--- src/rtl/sa_output_collector.sv ---
// sa_output_collector: de-skews the diagonally staggered column partial sums
// leaving the systolic array into aligned rows, requantizes each lane
// (round, arithmetic shift, optional ReLU, saturate) and writes one row per
// cycle to the output BRAM at a counted address, pulsing done_o after a burst.
module sa_output_collector #(
  parameter int NUM_COL    = 8,
  parameter int PSUM_WIDTH = 24,
  parameter int DATA_WIDTH = 8
) (
  input  logic                                 clk,
  input  logic                                 rst,
  input  logic                                 start_i,
  input  logic [10:0]                          burst_size_i,
  input  logic [4:0]                           shift_i,
  input  logic                                 relu_en_i,
  input  logic [NUM_COL-1:0]                   sa_valid_i,
  input  logic [NUM_COL-1:0][PSUM_WIDTH-1:0]   sa_psum_i,
  output logic                                 wr_en_o,
  output logic [9:0]                           wr_addr_o,
  output logic [NUM_COL-1:0][DATA_WIDTH-1:0]   wr_data_o,
  output logic                                 wr_last_o,
  output logic                                 busy_o,
  output logic                                 done_o,
  output logic                                 err_o
);

  localparam int EW = PSUM_WIDTH + 1;
  localparam logic signed [EW-1:0] SAT_MAX = EW'((1 << (DATA_WIDTH - 1)) - 1);
  localparam logic signed [EW-1:0] SAT_MIN = -SAT_MAX - EW'(1);

  typedef enum logic [1:0] {IDLE, COLLECT, DONE} state_t;

  state_t                               state;
  logic [10:0]                          burst_cfg;
  logic [10:0]                          row_cnt;
  logic [4:0]                           shift_cfg;
  logic                                 relu_cfg;
  logic [NUM_COL-1:0]                   in_valid;
  logic                                 gate_err;
  logic [NUM_COL-1:0]                   al_valid;
  logic [NUM_COL-1:0][PSUM_WIDTH-1:0]   al_psum;
  logic                                 skew_err;
  logic                                 row_valid_a;
  logic [NUM_COL-1:0][PSUM_WIDTH-1:0]   psum_a;
  logic [NUM_COL-1:0][DATA_WIDTH-1:0]   requant;

  // Valids only enter the pipeline while collecting; anything else is an error.
  assign in_valid = (state == COLLECT) ? sa_valid_i : '0;
  assign gate_err = (state != COLLECT) && (|sa_valid_i);
  assign busy_o   = (state != IDLE);

  for (genvar j = 0; j < NUM_COL; j++) begin : g_lane
    localparam int D = NUM_COL - 1 - j;
    if (D == 0) begin : g_direct
      assign al_valid[j] = in_valid[j];
      assign al_psum[j]  = sa_psum_i[j];
    end else begin : g_delay
      logic [D-1:0]                 vsr;
      logic [D-1:0][PSUM_WIDTH-1:0] psr;
      // Delay early lanes so every lane of a row emerges in the same cycle.
      always_ff @(posedge clk) begin
        if (rst) begin
          vsr <= '0;
          psr <= '0;
        end else begin
          vsr[0] <= in_valid[j];
          psr[0] <= sa_psum_i[j];
          for (int k = 1; k < D; k++) begin
            vsr[k] <= vsr[k-1];
            psr[k] <= psr[k-1];
          end
        end
      end
      assign al_valid[j] = vsr[D-1];
      assign al_psum[j]  = psr[D-1];
    end
  end

  // A partially valid aligned row means lanes slipped; that row is dropped.
  assign skew_err = (|al_valid) && !(&al_valid);

  // Stage A: register the aligned row, valid only when every lane agrees.
  always_ff @(posedge clk) begin
    if (rst) begin
      row_valid_a <= 1'b0;
      psum_a      <= '0;
    end else begin
      row_valid_a <= &al_valid;
      psum_a      <= al_psum;
    end
  end

  // Requantize each lane: round half up, arithmetic shift, ReLU, saturate.
  always_comb begin
    logic signed [EW-1:0] ext;
    logic signed [EW-1:0] rnd;
    logic signed [EW-1:0] sum;
    logic signed [EW-1:0] v;
    requant = '0;
    for (int j = 0; j < NUM_COL; j++) begin
      ext = {psum_a[j][PSUM_WIDTH-1], psum_a[j]};
      rnd = '0;
      if (shift_cfg != 5'd0 && int'(shift_cfg) <= PSUM_WIDTH)
        rnd = EW'(1) << (shift_cfg - 5'd1);
      sum = ext + rnd;
      v   = sum >>> shift_cfg;
      if (relu_cfg && v[EW-1])
        v = '0;
      if (v > SAT_MAX)
        requant[j] = SAT_MAX[DATA_WIDTH-1:0];
      else if (v < SAT_MIN)
        requant[j] = SAT_MIN[DATA_WIDTH-1:0];
      else
        requant[j] = v[DATA_WIDTH-1:0];
    end
  end

  // Burst control FSM; stage B doubles as the registered BRAM write port.
  always_ff @(posedge clk) begin
    if (rst) begin
      state     <= IDLE;
      burst_cfg <= '0;
      shift_cfg <= '0;
      relu_cfg  <= 1'b0;
      row_cnt   <= '0;
      wr_en_o   <= 1'b0;
      wr_addr_o <= '0;
      wr_data_o <= '0;
      wr_last_o <= 1'b0;
      done_o    <= 1'b0;
    end else begin
      wr_en_o   <= 1'b0;
      wr_last_o <= 1'b0;
      done_o    <= 1'b0;
      case (state)
        IDLE: begin
          if (start_i) begin
            burst_cfg <= (burst_size_i > 11'd1024) ? 11'd1024 : burst_size_i;
            shift_cfg <= shift_i;
            relu_cfg  <= relu_en_i;
            row_cnt   <= '0;
            state     <= (burst_size_i == 11'd0) ? DONE : COLLECT;
          end
        end
        COLLECT: begin
          if (row_valid_a) begin
            wr_en_o   <= 1'b1;
            wr_addr_o <= row_cnt[9:0];
            wr_data_o <= requant;
            row_cnt   <= row_cnt + 11'd1;
            if (row_cnt == burst_cfg - 11'd1) begin
              wr_last_o <= 1'b1;
              state     <= DONE;
            end
          end
        end
        DONE: begin
          done_o <= 1'b1;
          state  <= IDLE;
        end
        default: state <= IDLE;
      endcase
    end
  end

  // Sticky error flag, cleared only when a new burst is accepted.
  always_ff @(posedge clk) begin
    if (rst)
      err_o <= 1'b0;
    else if (state == IDLE && start_i)
      err_o <= 1'b0;
    else if (skew_err || gate_err || (row_valid_a && state != COLLECT))
      err_o <= 1'b1;
  end

endmodule

--- config.mk ---
export PLATFORM = sky130hd
export DESIGN_NAME = sa_output_collector
export DESIGN_NICKNAME = d
export VERILOG_FILES = /design/src/rtl/sa_output_collector.sv
export SDC_FILE = /design/constraint.sdc
export NUM_CORES = 2
export LEC_CHECK = 0
export ABC_AREA = 1
export BUFFER_PORTS_ARGS = -buffer_cell sky130_fd_sc_hd__clkbuf_2
export CORE_UTILIZATION = 50
export CTS_CLUSTER_DIAMETER = 80
export CTS_CLUSTER_SIZE = 20
export DETAILED_ROUTE_END_ITERATION = 12
export PLACE_DENSITY = 0.8
export SYNTH_ARGS = -nofsm -noshare
export SYNTH_HDL_FRONTEND = slang
export SYNTH_SLANG_ARGS = --single-unit
export TNS_END_PERCENT = 100
--- constraint.sdc ---
create_clock -name clk -period 4.32 [get_ports clk]
set_input_delay 0.216 -clock clk [delete_from_list [all_inputs] [get_ports clk]]
set_output_delay 0.216 -clock clk [all_outputs]
set_load 0.005 [all_outputs]
==> summary.md <==
| Metric | Value |
|---|---|
| Status | `finished with violations` |
| Failing checks | `negative setup slack` |
| Post-DR vias/cell | `5.283` |
| RSZ-0062 raised after global routing | `true` |
| Pwr/cell area | `~290 nW/µm²` |
| Die X | `about 340 µm` |
| Later-pin clock latency in the skew report | `just under 700 ps` |
| Final WL | `approximately 230,000 µm` |
| Leak pwr | `0.03758 µW` |
| Adder-cell share of the synthesized area | `0.02472` |
| WP data required | `4940 ps` |
| Synth area leader | `dfxtp_1` |
| DRT Pass-1 Iters | `9` |
| All-Layer GR Usage | `0.3706` |
| Post-Route Setup TNS | `-66.47 ps` |
| PortBufs | `~300` |
| Setup-failing EPs final | `4` |
| Drt drc | `0` |
| Syn nets | `approximately 9,800` |
| Post-DP HPWL | `166,800 µm` |
| Initial antenna violation count | `10` |
| Die ar. | `about 120,000 µm²` |
| Post-DR wirelength/cell | `18.69 µm` |
| Area grow syn2layout | `32.62%` |
| Startpoint types | `flop` |
| Via count | `roughly 64,000` |
| Final period utilization | `1.009` |
| Hold Crit Start | `shift_i[3]` |
| First-pass GRT wire length | `~330,000 µm` |
| Post-synth ARST share | `0` |
| Largest net degree at the start of global routing | `between 200 and 250` |
| Max Fclk | `0.2294 GHz` |
| Critical path arrival | `approximately 5000 ps` |
| CTS max path bufs | `3` |
| CP endpoint kind | `flop` |
| GRT overflow | `0` |
| Finished Core Util | `0.6691` |
| DR iter-0 viols | `around 5,200` |
| Final hold vios | `0` |
| Commonest cells after routing, fill and taps aside | `1,871 x nand2_1, 1,692 x inv_1, 1,348 x nor2_1` |
| Chip Height | `341.7 µm` |
| Fin worst setup slack | `-39.08 ps` |
| CP Class | `flop to flop` |
| Reg2reg start | `shift_cfg[1]` |
| Post-synth EDFFs | `0` |
| Final Skew | `slightly above 30 ps` |
| Slowest cell on the critical path | `dfxtp_4` |
| Syn avg cell area | `a little over 6 µm²` |
| Synth top area share | `0.3474` |
| Proportion of layout cells with a drive suffix above 1 | `0.2358` |
| Post-Place Cell Area | `66,400 µm²` |
| Synth Instances | `9,428` |
| Final Slew Violations | `0` |
| Worst Hold Class | `input pin to flop` |
| Worst Tran Pin Value | `between 1000 and 1500 ps` |
| Vias in the first global route | `about 60,000` |
| CTS tree | `built` |
| Initial cell density of the core | `0.5045` |
| Gp weighted congestion | `between 1 and 1.5` |
| Sink Count | `approximately 1,000` |
| Register area share after synthesis | `0.3474` |
| R2R cell count | `31` |
| Core ar. | `~110,000 µm²` |
| Nets | `10,960` |
| H-tree levels | `3` |
| Max_slew headroom | `0.1321` |
| Post-synthesis compound-gate area fraction | `0.05095` |
| Min-Delay Path Depth | `3` |
| Peak supply drop | `approximately 0.35 mV` |
| Pre-CTS WS | `-282.5 ps` |
| Fin crit period | `4359 ps` |
| Num CTS Buffers | `about 70` |
| Yosys reg bits | `roughly 1,000` |
| Post-route ant nets | `0` |
| Post-route cell area | `about 77,000 µm²` |
| Fillers | `9,877` |
| Critical Path Source | `shift_cfg[1]` |
| Commonest non-fill, non-tap cell in the layout | `nand2_1` |
| Multiplexer share of the synthesized area | `0.0001735` |
| Post-synth top flop | `dfxtp_1` |
| CTS Root Cell | `clkbuf_16` |
| XOR/XNOR Fraction of Synth Area | `0.006984` |
| CP most frequent cell | `nand2_1` |
| Max incr delay on CP | `380 ps` |
| Unique cell type count in the Yosys netlist | `63` |
| Synth area leaders | `dfxtp_1 35%, nand3_1 14%, nand2_1 14%, inv_1 11%, nor2_1 9.6%` |
| Synthesized area | `between 50,000 and 60,000 µm²` |
| Max cap viols | `0` |
| Rows | `around 120` |
| Largest family of logic cells by synthesized area | `simple AND/OR/NAND/NOR gates` |
| Syn. warnings | `0` |
| Post-Synth Simple-Gate Area | `0.4257` |
| I/O pin count | `around 300` |
| Clk slew on worst S/H paths | `approximately 80 ps` |
| Total power | `roughly 22,000 µW` |
| Crit path max fanout | `7` |
-- metrics by stage --
stage	instances	hold WS, ps
floorplan	9428	323.0
global placement	11750	388.1
detailed placement	11750	391.7
CTS	12070	8.053
global route	12170	7.863
finish	12170	39.30
-- critical path, delay by kind of cell (launching register included) --
kind                     cells  cell delay [ps]
adder cells (fa/ha/maj)      1              290
flip-flops                   1              380
AND/OR/NAND/NOR             21             2570
buffers and inverters        8              890
AO/OA/AOI/OAI                1              160
-- what timing repair did --
item,in CTS,in global routing
hold buffers,222,0
pin swaps,2,337
setup buffers,0,95
resized for setup,45,1156
gates cloned,0,4
endpoints found under the hold margin,248,0
endpoints found under the setup margin,56,56
-- layout make-up --
class / count / area [µm²] / area share
Sequential cell: 1001 / 20060 / 0.2622
Clock inverter: 23 / 390.4 / 0.005102
Timing Repair inverter: 3 / 21.27 / 0.0002780
Tap cell: 1512 / 1892 / 0.02473
Inverter: 1749 / 6659 / 0.08704
Clock buffer: 72 / 1780 / 0.02327
Timing Repair Buffer: 1465 / 11910 / 0.1556
Antenna cell: 7 / 17.52 / 0.0002290
Multi-Input combinational cell: 6341 / 33780 / 0.4416
-- sequential cells by signal, summed over array words and instances, names as in the netlist --
register            cells
g_lane.g_delay.vsr     28
shift_cfg               5
psum_a                192
al_psum               144
wr_last_o               1
g_lane.g_delay.psr    528
done_o                  1
err_o                   1
row_valid_a             1
state                   2
row_cnt                11
burst_cfg              11
relu_cfg                1
wr_en_o                 1
wr_data_o              64
wr_addr_o              10
-- where the power goes --
part | internal (µW) | switching, µW
combinational | 2170 | 3610
sequential | 9470 | 121
clock | 3270 | 3460
-- final timing paths --
check / slack (ps) / end
worst min register to register: 390 / g_lane[0].g_delay.psr[119]
worst max register to register: -40 / wr_data_o[18]
worst min-delay path: 40 / shift_cfg[3]
worst max-delay path: -40 / wr_data_o[18]
-- routing by layer --
| layer | share of wire | wire length, µm | track usage |
|---|---|---|---|
| met5 | 0.00010 | 23 | 0 |
| met4 | 0.077 | 17450 | 0.2461 |
| met3 | 0.073 | 16510 | 0.06067 |
| met2 | 0.46 | 104900 | 0.6187 |
| met1 | 0.39 | 88610 | 0.4380 |
-- Yosys cell counts, drive strengths merged (7+ instances only) --
| cell type | n |
|---|---|
| nand2 | 2228 |
| inv | 1744 |
| nand3 | 1649 |
| nor2 | 1538 |
| dfxtp | 1001 |
| a21oi | 260 |
| clkbuf | 213 |
| o21ai | 202 |
| buf | 123 |
| ha | 114 |
| nand4 | 106 |
| nor3 | 76 |
| xor2 | 32 |
| nand3b | 19 |
| a31oi | 15 |
| xnor2 | 14 |
| o21bai | 12 |
| a21boi | 11 |
| and2 | 10 |
| o211ai | 9 |
| a211oi | 7 |
| or2 | 7 |
-- cell families (layout without fill, tap and decap cells) --
kind of cell | after synthesis | in the layout
AND/OR/NAND/NOR | 5645 | 5645
buffers and inverters | 2086 | 3312
flip-flops | 1001 | 1001
AO/OA/AOI/OAI | 535 | 535
adder cells (fa/ha/maj) | 114 | 114
XOR/XNOR | 46 | 46
multiplexers | 1 | 1
other | 0 | 7
Note: power is estimated with default switching activity, not from simulation.
